File: src/rtl/pll_lock_sequencer.sv
// Control sequencer for one PLL_CORE site: timed reset, lock wait with timeout/retry,
// lock filtering, lock-loss recovery, standby handling and a sticky fault.
module pll_lock_sequencer #(
    parameter int unsigned RST_CYCLES   = 16,
    parameter int unsigned LOCK_TIMEOUT = 4096,
    parameter int unsigned LOCK_FILTER  = 64,
    parameter int unsigned MAX_RETRIES  = 3,
    localparam int unsigned RW = (MAX_RETRIES > 0) ? $clog2(MAX_RETRIES + 1) : 1
) (
    input  logic          clk,
    input  logic          rst,
    input  logic          pll_lock,
    input  logic          stdby_req,
    input  logic          restart,
    output logic          pll_reset,
    output logic          pll_stdby,
    output logic          pll_legacy,
    output logic          pll_ready,
    output logic          lock_lost,
    output logic          fault,
    output logic [RW-1:0] retry_cnt,
    output logic [2:0]    state
);

    localparam int unsigned CW = (RST_CYCLES > 1)   ? $clog2(RST_CYCLES)   : 1;
    localparam int unsigned TW = (LOCK_TIMEOUT > 1) ? $clog2(LOCK_TIMEOUT) : 1;
    localparam int unsigned FW = (LOCK_FILTER > 1)  ? $clog2(LOCK_FILTER)  : 1;

    typedef enum logic [2:0] {
        ST_RESET  = 3'd0,
        ST_WAIT   = 3'd1,
        ST_FILTER = 3'd2,
        ST_LOCKED = 3'd3,
        ST_STDBY  = 3'd4,
        ST_FAULT  = 3'd5
    } state_t;

    state_t        r_state;
    logic          r_sync1;
    logic          r_lock_s;
    logic [CW-1:0] r_cnt;
    logic [TW-1:0] r_tmo;
    logic [FW-1:0] r_filt;
    logic [RW-1:0] r_retry;
    logic          r_lock_lost;
    logic [3:0]    r_outs;     // {pll_reset, pll_stdby, pll_ready, fault}

    logic w_filt_done;
    logic w_tmo_hit;
    logic w_retry_max;
    logic w_stdby_ok;

    // Output pattern registered together with the state it belongs to
    function automatic logic [3:0] f_outs(input state_t s);
        case (s)
            ST_RESET:  f_outs = 4'b1000;
            ST_LOCKED: f_outs = 4'b0010;
            ST_STDBY:  f_outs = 4'b0100;
            ST_FAULT:  f_outs = 4'b1001;
            default:   f_outs = 4'b0000;
        endcase
    endfunction

    assign w_filt_done = (r_state == ST_FILTER) && r_lock_s && (r_filt == FW'(LOCK_FILTER - 1));
    assign w_tmo_hit   = (r_tmo == TW'(LOCK_TIMEOUT - 1));
    assign w_retry_max = (r_retry == RW'(MAX_RETRIES));
    assign w_stdby_ok  = (r_state == ST_RESET) || (r_state == ST_WAIT) ||
                         (r_state == ST_FILTER) || (r_state == ST_LOCKED);

    always_ff @(posedge clk or posedge rst) begin
        if (rst) begin
            r_sync1     <= 1'b0;
            r_lock_s    <= 1'b0;
            r_state     <= ST_RESET;
            r_cnt       <= '0;
            r_tmo       <= '0;
            r_filt      <= '0;
            r_retry     <= '0;
            r_lock_lost <= 1'b0;
            r_outs      <= 4'b1000;
        end else begin
            r_sync1     <= pll_lock;
            r_lock_s    <= r_sync1;
            r_lock_lost <= 1'b0;
            if (restart) begin
                r_state <= ST_RESET;
                r_outs  <= f_outs(ST_RESET);
                r_cnt   <= '0;
                r_retry <= '0;
            end else if (stdby_req && w_stdby_ok) begin
                r_state <= ST_STDBY;
                r_outs  <= f_outs(ST_STDBY);
            end else begin
                case (r_state)
                    ST_RESET: begin
                        if (r_cnt == CW'(RST_CYCLES - 1)) begin
                            r_state <= ST_WAIT;
                            r_outs  <= f_outs(ST_WAIT);
                            r_tmo   <= '0;
                        end else begin
                            r_cnt <= r_cnt + CW'(1);
                        end
                    end
                    ST_WAIT, ST_FILTER: begin
                        r_tmo <= r_tmo + TW'(1);
                        // Filter completion beats a simultaneous timeout
                        if (w_filt_done) begin
                            r_state <= ST_LOCKED;
                            r_outs  <= f_outs(ST_LOCKED);
                            r_retry <= '0;
                        end else if (w_tmo_hit) begin
                            if (w_retry_max) begin
                                r_state <= ST_FAULT;
                                r_outs  <= f_outs(ST_FAULT);
                            end else begin
                                r_state <= ST_RESET;
                                r_outs  <= f_outs(ST_RESET);
                                r_cnt   <= '0;
                                r_retry <= r_retry + RW'(1);
                            end
                        end else if (r_state == ST_WAIT) begin
                            if (r_lock_s) begin
                                r_state <= ST_FILTER;
                                r_outs  <= f_outs(ST_FILTER);
                                r_filt  <= '0;
                            end
                        end else if (r_lock_s) begin
                            r_filt <= r_filt + FW'(1);
                        end else begin
                            r_state <= ST_WAIT;
                            r_outs  <= f_outs(ST_WAIT);
                        end
                    end
                    ST_LOCKED: begin
                        if (!r_lock_s) begin
                            r_state     <= ST_RESET;
                            r_outs      <= f_outs(ST_RESET);
                            r_cnt       <= '0;
                            r_lock_lost <= 1'b1;
                        end
                    end
                    ST_STDBY: begin
                        if (!stdby_req) begin
                            r_state <= ST_RESET;
                            r_outs  <= f_outs(ST_RESET);
                            r_cnt   <= '0;
                        end
                    end
                    default: begin
                        r_state <= ST_FAULT;
                        r_outs  <= f_outs(ST_FAULT);
                    end
                endcase
            end
        end
    end

    assign pll_reset  = r_outs[3];
    assign pll_stdby  = r_outs[2];
    assign pll_ready  = r_outs[1];
    assign fault      = r_outs[0];
    assign pll_legacy = 1'b0;
    assign lock_lost  = r_lock_lost;
    assign retry_cnt  = r_retry;
    assign state      = r_state;

endmodule
File: config.mk
export PLATFORM = sky130hd
export DESIGN_NAME = pll_lock_sequencer
export DESIGN_NICKNAME = d
export VERILOG_FILES = /design/src/rtl/pll_lock_sequencer.sv
export SDC_FILE = /design/constraint.sdc
export NUM_CORES = 1
export LEC_CHECK = 0
export BUFFER_PORTS_ARGS = -buffer_cell sky130_fd_sc_hd__buf_2
export CAP_MARGIN = 40
export CORE_MARGIN = 2
export CORE_UTILIZATION = 40
export CTS_CLUSTER_DIAMETER = 40
export DETAILED_ROUTE_END_ITERATION = 10
export RECOVER_POWER = 25
export SLEW_MARGIN = 20
export SYNTH_ARGS = -nofsm -noshare
export SYNTH_HDL_FRONTEND = slang
export SYNTH_SLANG_ARGS = --single-unit
File: constraint.sdc
create_clock -name clk -period 2.6 [get_ports clk]
set_input_delay 0 -clock clk [delete_from_list [all_inputs] [get_ports clk]]
set_output_delay 0 -clock clk [all_outputs]
set_load 0.01 [all_outputs]
---- Word-level counts from Yosys, hierarchy flattened ----
Cells that the tools add are included.
word-level totals
  flip-flop bits (word level) ............. 34
  latch bits .............................. 0
  bits in writable memories ............... 0
  memory bits (read-only) ................. 0
  bits of input ports ..................... 5
  output and inout bits ................... 11
  memories kept ........................... 0
operators by class
  add/subtract/negate cells ............... 4
  multiply operators ...................... 0
  divide/modulo/power cells ............... 0
  magnitude comparators ................... 0
  eq/ne operators ......................... 22
  shift-type cells ........................ 0
  multiplexer cells ....................... 47
  bitwise gates (word level) .............. 4
  reductions and logical operators ........ 17
operator list
  operator                                                number
  two-way mux 4 bit                                       17
  two-way mux 3 bit                                       11
  one-hot mux 4 bit (4 select lines)                      2
  one-hot mux 12 bit (2 select lines)                     1
  inequality test 3 bit (second input constant)           7
  two-way mux 6 bit                                       3
  inequality test 7 bit (second input constant)           2
  adder 12 x 1 -> 12 bit (second input constant)          1
  == test 12 bit (second input constant)                  1
  two-way mux 12 bit                                      1
  two-way mux 2 bit                                       6
  one-hot mux 3 bit (4 select lines)                      1
  AND reduction 4 bit                                     2
  AND reduction 8 bit                                     1
  adder 6 x 1 -> 6 bit (second input constant)            1
  == test 3 x 2 -> 1 bit (second input constant)          2
  == test 6 bit (second input constant)                   1
  AND reduction 6 bit                                     1
  two-way mux 1 bit                                       5
  AND reduction 5 bit                                     1
  nonzero test 5 bit                                      1
  adder 4 x 1 -> 4 bit (second input constant)            1
  == test 4 bit (second input constant)                   1
  inequality test 4 x 2 -> 1 bit (second input constant)  1
  15 further kinds                                        23

---- Longest topological paths before layout ----
Gate-level depths: netlist of run 1.
  depth in word-level cells ............... 7
  gate-level depth with buffers ........... 8
  gate-level depth less buffers ........... 6

---- Worst setup path after synthesis of run 1 ----
OpenSTA, ideal clock, no wires.
  path kind ............................... register to register
  from .................................... reg r_state[0] (netlist: state[0])
  to ...................................... reg r_state[1] (netlist: state[1])
  setup time .............................. 125 ps
  arrival ................................. 1775 ps
  required time ........................... 2475 ps
  path slack .............................. 699 ps
  stages on the path, launching flop included .. 9
  path buffers ............................ 3
  cells stage by stage .................... dfrtp_1 -> buf_4 -> or2_0 -> buf_4 -> o32ai_1 -> and3_2 -> or2_1 -> buf_6 -> mux2_4
between the ends
  longest elaborated chain between the ends .. 7
  elaborated cells between the ends (all ways) .. 24
  those cells by class .................... eq/ne: 9; mux: 6; reduce/logical: 9
RTL lines
  item                                                                            RTL line     text
  from (decl)                                                                     38           state_t r_state;
  from (signal assigned)                                                          74           r_state <= ST_RESET;
  from (signal assigned)                                                          86           r_state <= ST_RESET;
  from (signal assigned)                                                          91           r_state <= ST_STDBY;
  == test 3 x 1 -> 1 bit (tied with other cells)                                  67, 94, 121
  two-way mux 3 bit (tied with other cells)                                       121          end else if (r_state == ST_WAIT) begin
  two-way mux 3 bit (tied with other cells)                                       111          end else if (w_tmo_hit) begin
  two-way mux 3 bit / logical OR 1 bit (equally long branches)                    107, 68
  one-hot mux 3 bit (4 select lines) / logical AND 1 bit (equally long branches)  94, 90
  two-way mux 3 bit (tied with other cells)                                       90           end else if (stdby_req && w_stdby_ok) begin
  two-way mux 3 bit / AND reduction 5 bit (equally long branches)                 --
Several ways; a longest one is shown, not always the timed one.
A chain may end at the register's enable or synchronous reset.

---- Worst setup path in the final report of run 1 ----
  from .................................... reg r_state[2] (netlist: state[2])
  to ...................................... reg r_state[1] (netlist: state[1])
The elaborated chain is that of the path after synthesis.

==> results of run 1 <==
## routing by layer
metal  wire (um)  GRT usage (%)
met5           0              0
met4          97          7.455
met3         253          4.384
met2        2022          24.82
met1        2320          23.77
## worst min-delay path by stage
stage / start / end / slack (ps) / cells past startpoint
finish: restart / state[2] / 60 / 2
global route: restart / r_cnt[3] / 60 / 2
CTS: restart / r_cnt[3] / 50 / 2
detailed placement: pll_lock / r_sync1 / 110 / 1
global placement: pll_lock / r_sync1 / 110 / 1
floorplan: pll_lock / r_sync1 / 30 / 0
## cells by family after synthesis
group | after synthesis | synth area share, %
simple gates | 93 | 25.27
mux | 3 | 1.745
xor+xnor | 2 | 1.204
flops | 34 | 40.97
buf+inv | 18 | 5.174
fa+ha+maj | 4 | 2.407
compound gates | 73 | 23.05
other cells | 1 | 0.1803
## registers in the layout, indices dropped and copies added, names as in the netlist
register and flops:
lock_lost 1, r_cnt 4, r_filt 6, r_lock_s 1
r_outs 4, r_sync1 1, r_tmo 12, retry_cnt 2
state 3
## stage by stage
step / setup WS (ps) / cells / util, % / hold WS, ps
5_1_grt: 204.1 / 313 / 45.02 / 58.18
3_3_place_gp: 498.2 / 305 / 43.15 / 109.5
4_1_cts: 418.3 / 313 / 45.17 / 45.39
3_5_place_dp: 469.3 / 305 / 43.15 / 109.3
2_1_floorplan: 699.5 / 228 / - / 31.43
6_report: 329.5 / 313 / 45.02 / 61.67
## layout make-up
| type | count | area (sq um) |
|---|---|---|
| clock buffers | 6 | 82.58 |
| flip-flops and latches | 34 | 852.1 |
| repair buffers | 21 | 120.1 |
| inverters | 6 | 22.52 |
| multi-input cells | 176 | 1120 |
| fillers | 504 | 2790 |
| well taps | 70 | 87.58 |
## what timing repair did
item                                   CTS  global route
hold buffers                             2             0
resized for setup                        0             0
endpoints found under the hold margin   17             0
setup buffers                            0             0
## power by group through the flow
stage / logic [mW] / clock network (mW) / registers (mW)
floorplan: 0.178 / 0 / 0.614
global placement: 0.208 / 0 / 0.628
detailed placement: 0.206 / 0 / 0.630
CTS: 0.211 / 0.403 / 0.620
global route: 0.240 / 0.420 / 0.627
finish: 0.210 / 0.389 / 0.620
## synth_stat cells (5+ instances only)
cell     number  area (sq um)
dfrtp_1      33         825.8
o21ai_0      27         135.1
nand2_1      25         93.84
nor2_1       19         71.32
nand3_1      11         55.05
a21oi_1       9         45.04
a31oi_1       6         37.54
and3_1        6         37.54
inv_1         6         22.52
o31ai_1       6         45.04
buf_2         5         25.02
buf_4         5         37.54
nand4_1       5         31.28
==> reports/results.ini, run 1 <==
[routing]
drc = 0
first_pass_iters = 5
drt-initial-drc-count = 160
wl_per_cell_um = 14.99
num_vias = 1777
ant_nets = 0
viasPerCell = 5.677
totalWireLength_um = 4693

[timing]
final.min_clock_period_ps = 2270
relSlewSlack_pct = 52.16
finalHoldViolCount = 0
max_slew.worst_pin.slew_ps = 716.7
rsz0062_at_grt = false
slew_viol_final = 0
finalSetupTns_ps = 0
clock-skew-final_ps = 8.293
fmax_mhz = 440.4
setup_violations = 0
timing.final.crit_share_pct = 87.33

[placement]
dp_hpwl_um = 3277
port_buffers = 14
place_area_sq_um = 2190
gp_congestion = 0.9310

[pwr]
clkPwrFrac_pct = 31.9
p_leak_nw = 0.9551
p_per_area_nw_per_um2 = 533.5
swShare_pct = 29.46
power_frac_comb_pct = 17.2
p_int_uw = 859.8
p_sw_uw = 359.1
total_power_mw = 1.219
seqPwrFrac_pct = 50.9
ir_worst_vdd_v = 0.0002276

[clock_network]
cts_buffer_depth = 2
cts_made_buffers = 5
h-tree-depth = 2
clockRootBuffer = clkbuf_8
cts_sinks = 34
clkLatencyLatePin_ps = 290
cts_tree = yes
clkTransAtPathRegs_ps = 60

[layout]
antennaDiodeCount = 0
postLayoutCellArea_sq_um = 2285
mostFrequentLayoutCell = dfrtp_1
layout_common_cells = 33 x dfrtp_1, 27 x o21ai_0, 25 x nand2_1, 19 x nor2_1, 11 x nand3_1
area_growth_pct = 9.868
nNetsFinal = 253
drive_gt1_share_pct = 15.23

[global_routing]
grt_pass1_vias = 1616
gr-total-overflow = 0
track_usage_pct = 16.99
antenna_found_initial = 0
grt_max_degree = 19
grt_pass1_wl_um = 7859

[critical_path]
crit_family = flip-flops
crit_buf_inv = 1
r2r_end = state[1]
worstSetupPathType = reg -> reg
timing.rr.start = state[2]
crit_end = state[1]
path_cells = inv_1, a21oi_1, and3_2, or2_1, mux2_4
start_kind = register
crit_fanout = 18
path_depth = 5
r2r_slack_ps = 330
arrival_ps = 2450
max_stage_delay_ps = 740
crit_start = state[2]
worst_path_max_delay_cell = dfrtp_1
end_kind = register
required_ps = 2780
r2r_cells = 5

[job]
drv_cap = 0

[floorplan]
start_util_pct = 40.98
die_h_um = 76.10
io_pins = 16
core-area_sq_um = 5075
rows = 26
die_width_um = 76.10
dieArea_sq_um = 5791

[synth]
synth_area_sq_um = 2079
ys_seq_elements = 34
synth_flop_cell = dfrtp_1
synth_edf_count = 0
synth_fp_nets = 237
syn_inst = 228
ys_types = 59
synth-seq-area-share_pct = 40.97
synth_area_per_cell_sq_um = 9.121
ys_warn_count = 0
synthArstFlopShare_pct = 100.0

[run_status]
status = finished, final reports clean

[min_path]
hp-class = in -> reg

(Power assumes the default switching activity.)
==> run 2, diff against run 1 <==
==> constraint.sdc (replaced) <==
create_clock -name clk -period 2.58 [get_ports clk]
set_input_delay 0 -clock clk [delete_from_list [all_inputs] [get_ports clk]]
set_output_delay 0 -clock clk [all_outputs]
set_load 0.01 [all_outputs]
==> run 2 against run 1 <==
Hold slack about the same. Non-clock buffer count increased by 1. Core utilization increased by 0.84 points. Final cell count increased by 0.96%. Sequential share of layout area decreased by 0.68 points. Final area increased by 1.9%. Count of clock-buffer cells in the layout increased by 2. Sequential cell count unchanged. Register-to-register slack improved by 110 ps. First-iteration DRC count decreased by 24%. Setup slack improved by 110 ps. Critical path depth unchanged. Critical path type unchanged. Critical endpoint unchanged. Largest cell class unchanged.
==> reports/results.ini, run 2 (synthesized netlist as in run 1, its figures left out) <==
[run_status]
status = finished, final reports clean

[global_routing]
track_usage_pct = 17.43
antenna_found_initial = 0
grt_max_degree = 35
grt_pass1_wl_um = 8142
grt_pass1_vias = 1699
gr-total-overflow = 0

[critical_path]
required_ps = 2750
max_stage_delay_ps = 600
r2r_cells = 5
timing.rr.start = state[1]
path_cells = or2_0, o32ai_1, and3_2, or2_1, mux2_4
start_kind = register
worst_path_max_delay_cell = dfrtp_1
crit_end = state[1]
crit_fanout = 13
crit_start = state[1]
end_kind = register
worstSetupPathType = reg -> reg
arrival_ps = 2310
r2r_slack_ps = 440
r2r_end = state[1]

[timing]
finalSetupTns_ps = 0
setup_violations = 0
slew_viol_final = 0
max_slew.worst_pin.slew_ps = 513.6
relSlewSlack_pct = 65.22
rsz0062_at_grt = false
finalHoldViolCount = 0
timing.final.crit_share_pct = 82.88
final.min_clock_period_ps = 2138
clock-skew-final_ps = 6.549
fmax_mhz = 467.7

[routing]
viasPerCell = 5.642
first_pass_iters = 4
drc = 0
drt-initial-drc-count = 122
totalWireLength_um = 4719
wl_per_cell_um = 14.93
num_vias = 1783
ant_nets = 0

[floorplan]
io_pins = 16
die_h_um = 76.10
start_util_pct = 40.98
core-area_sq_um = 5075
dieArea_sq_um = 5791
rows = 26
die_width_um = 76.10

[pwr]
total_power_mw = 1.298
p_per_area_nw_per_um2 = 557.6
p_leak_nw = 1.001
ir_worst_vdd_v = 0.0002266

[clock_network]
post-cts-setup-buffers = 0
cts_sinks = 34
cts_buffer_depth = 2
h-tree-depth = 2
ctsResizeCount = 0
clockRootBuffer = clkbuf_8
cts_made_buffers = 5
ctsHoldBuffers = 2
clkTransAtPathRegs_ps = 70
clkLatencyLatePin_ps = 280
cts_tree = yes

[placement]
dp_hpwl_um = 3332
place_inst = 306
port_buffers = 14
gp_congestion = 0.9088
place_area_sq_um = 2197

[layout]
largest_register = r_tmo
antennaDiodeCount = 0
mostFrequentLayoutCell = dfrtp_1
drive_gt1_share_pct = 19.11
layout_common_cells = 33 x dfrtp_1, 27 x o21ai_0, 25 x nand2_1, 19 x nor2_1, 14 x buf_2
layoutNonFillerInstCount = 316
postLayoutCellArea_sq_um = 2327
largestRegisters = r_tmo x12, r_filt x6
largest_reg_flops = 12
utilization_pct = 45.86
nNetsFinal = 254
area_growth_pct = 11.91

[min_path]
holdCritStartpoint = restart
hp-class = in -> reg

[job]
drv_cap = 0

[run 2: changes by cell type in the layout (fill, tap and decap cells not counted), sizes merged]
cell	change
buf	+7
clkbuf	-4
[run 2: cell type report]
class	instances	area, sq um
repair buffers	22	135.1
fillers	518	2748
flip-flops and latches	34	852.1
inverters	6	22.52
multi-input cells	176	1120
well taps	70	87.58
clock buffers	8	110.1
[run 2: worst min-delay path by stage]
| stage | cells past startpoint | endpoint | slack [ps] |
|---|---|---|---|
| 2_1_floorplan | 0 | r_sync1 | 30 |
| 3_3_place_gp | 1 | r_sync1 | 110 |
| 3_5_place_dp | 1 | r_sync1 | 110 |
| 4_1_cts | 2 | r_cnt[3] | 50 |
| 5_1_grt | 2 | r_cnt[3] | 60 |
| 6_report | 2 | state[2] | 60 |
[run 2: routing by layer]
layer  track usage, %  vias to the layer above  part of all wire (%)
met1            23.56                      846                    48
met4            6.182                        0                   1.8
met5                0                        -                     0
met3            4.858                        9                   5.6
li1                 -                      880                     -
met2            26.88                       48                    45
[run 2: through the flow]
step	hold WS, ps	worst slack [ps]
after floorplan	31.43	679.5
after global placement	109.2	519.0
after detailed placement	109.9	494.7
after CTS	46.74	460.4
after global routing	64.00	331.0
final	61.61	441.7
[run 2: where the power goes]
part | leakage, nW | internal (mW) | switching (mW)
Combinational | 0.485 | 0.0886 | 0.126
Clock | 0.0575 | 0.269 | 0.190
Sequential | 0.459 | 0.576 | 0.0483
[run 2: critical path, delay by kind of cell, from the launching register on]
kind | cells | cell delay (ps)
flops | 1 | 600
simple gates | 3 | 920
mux | 1 | 320
compound gates | 1 | 180
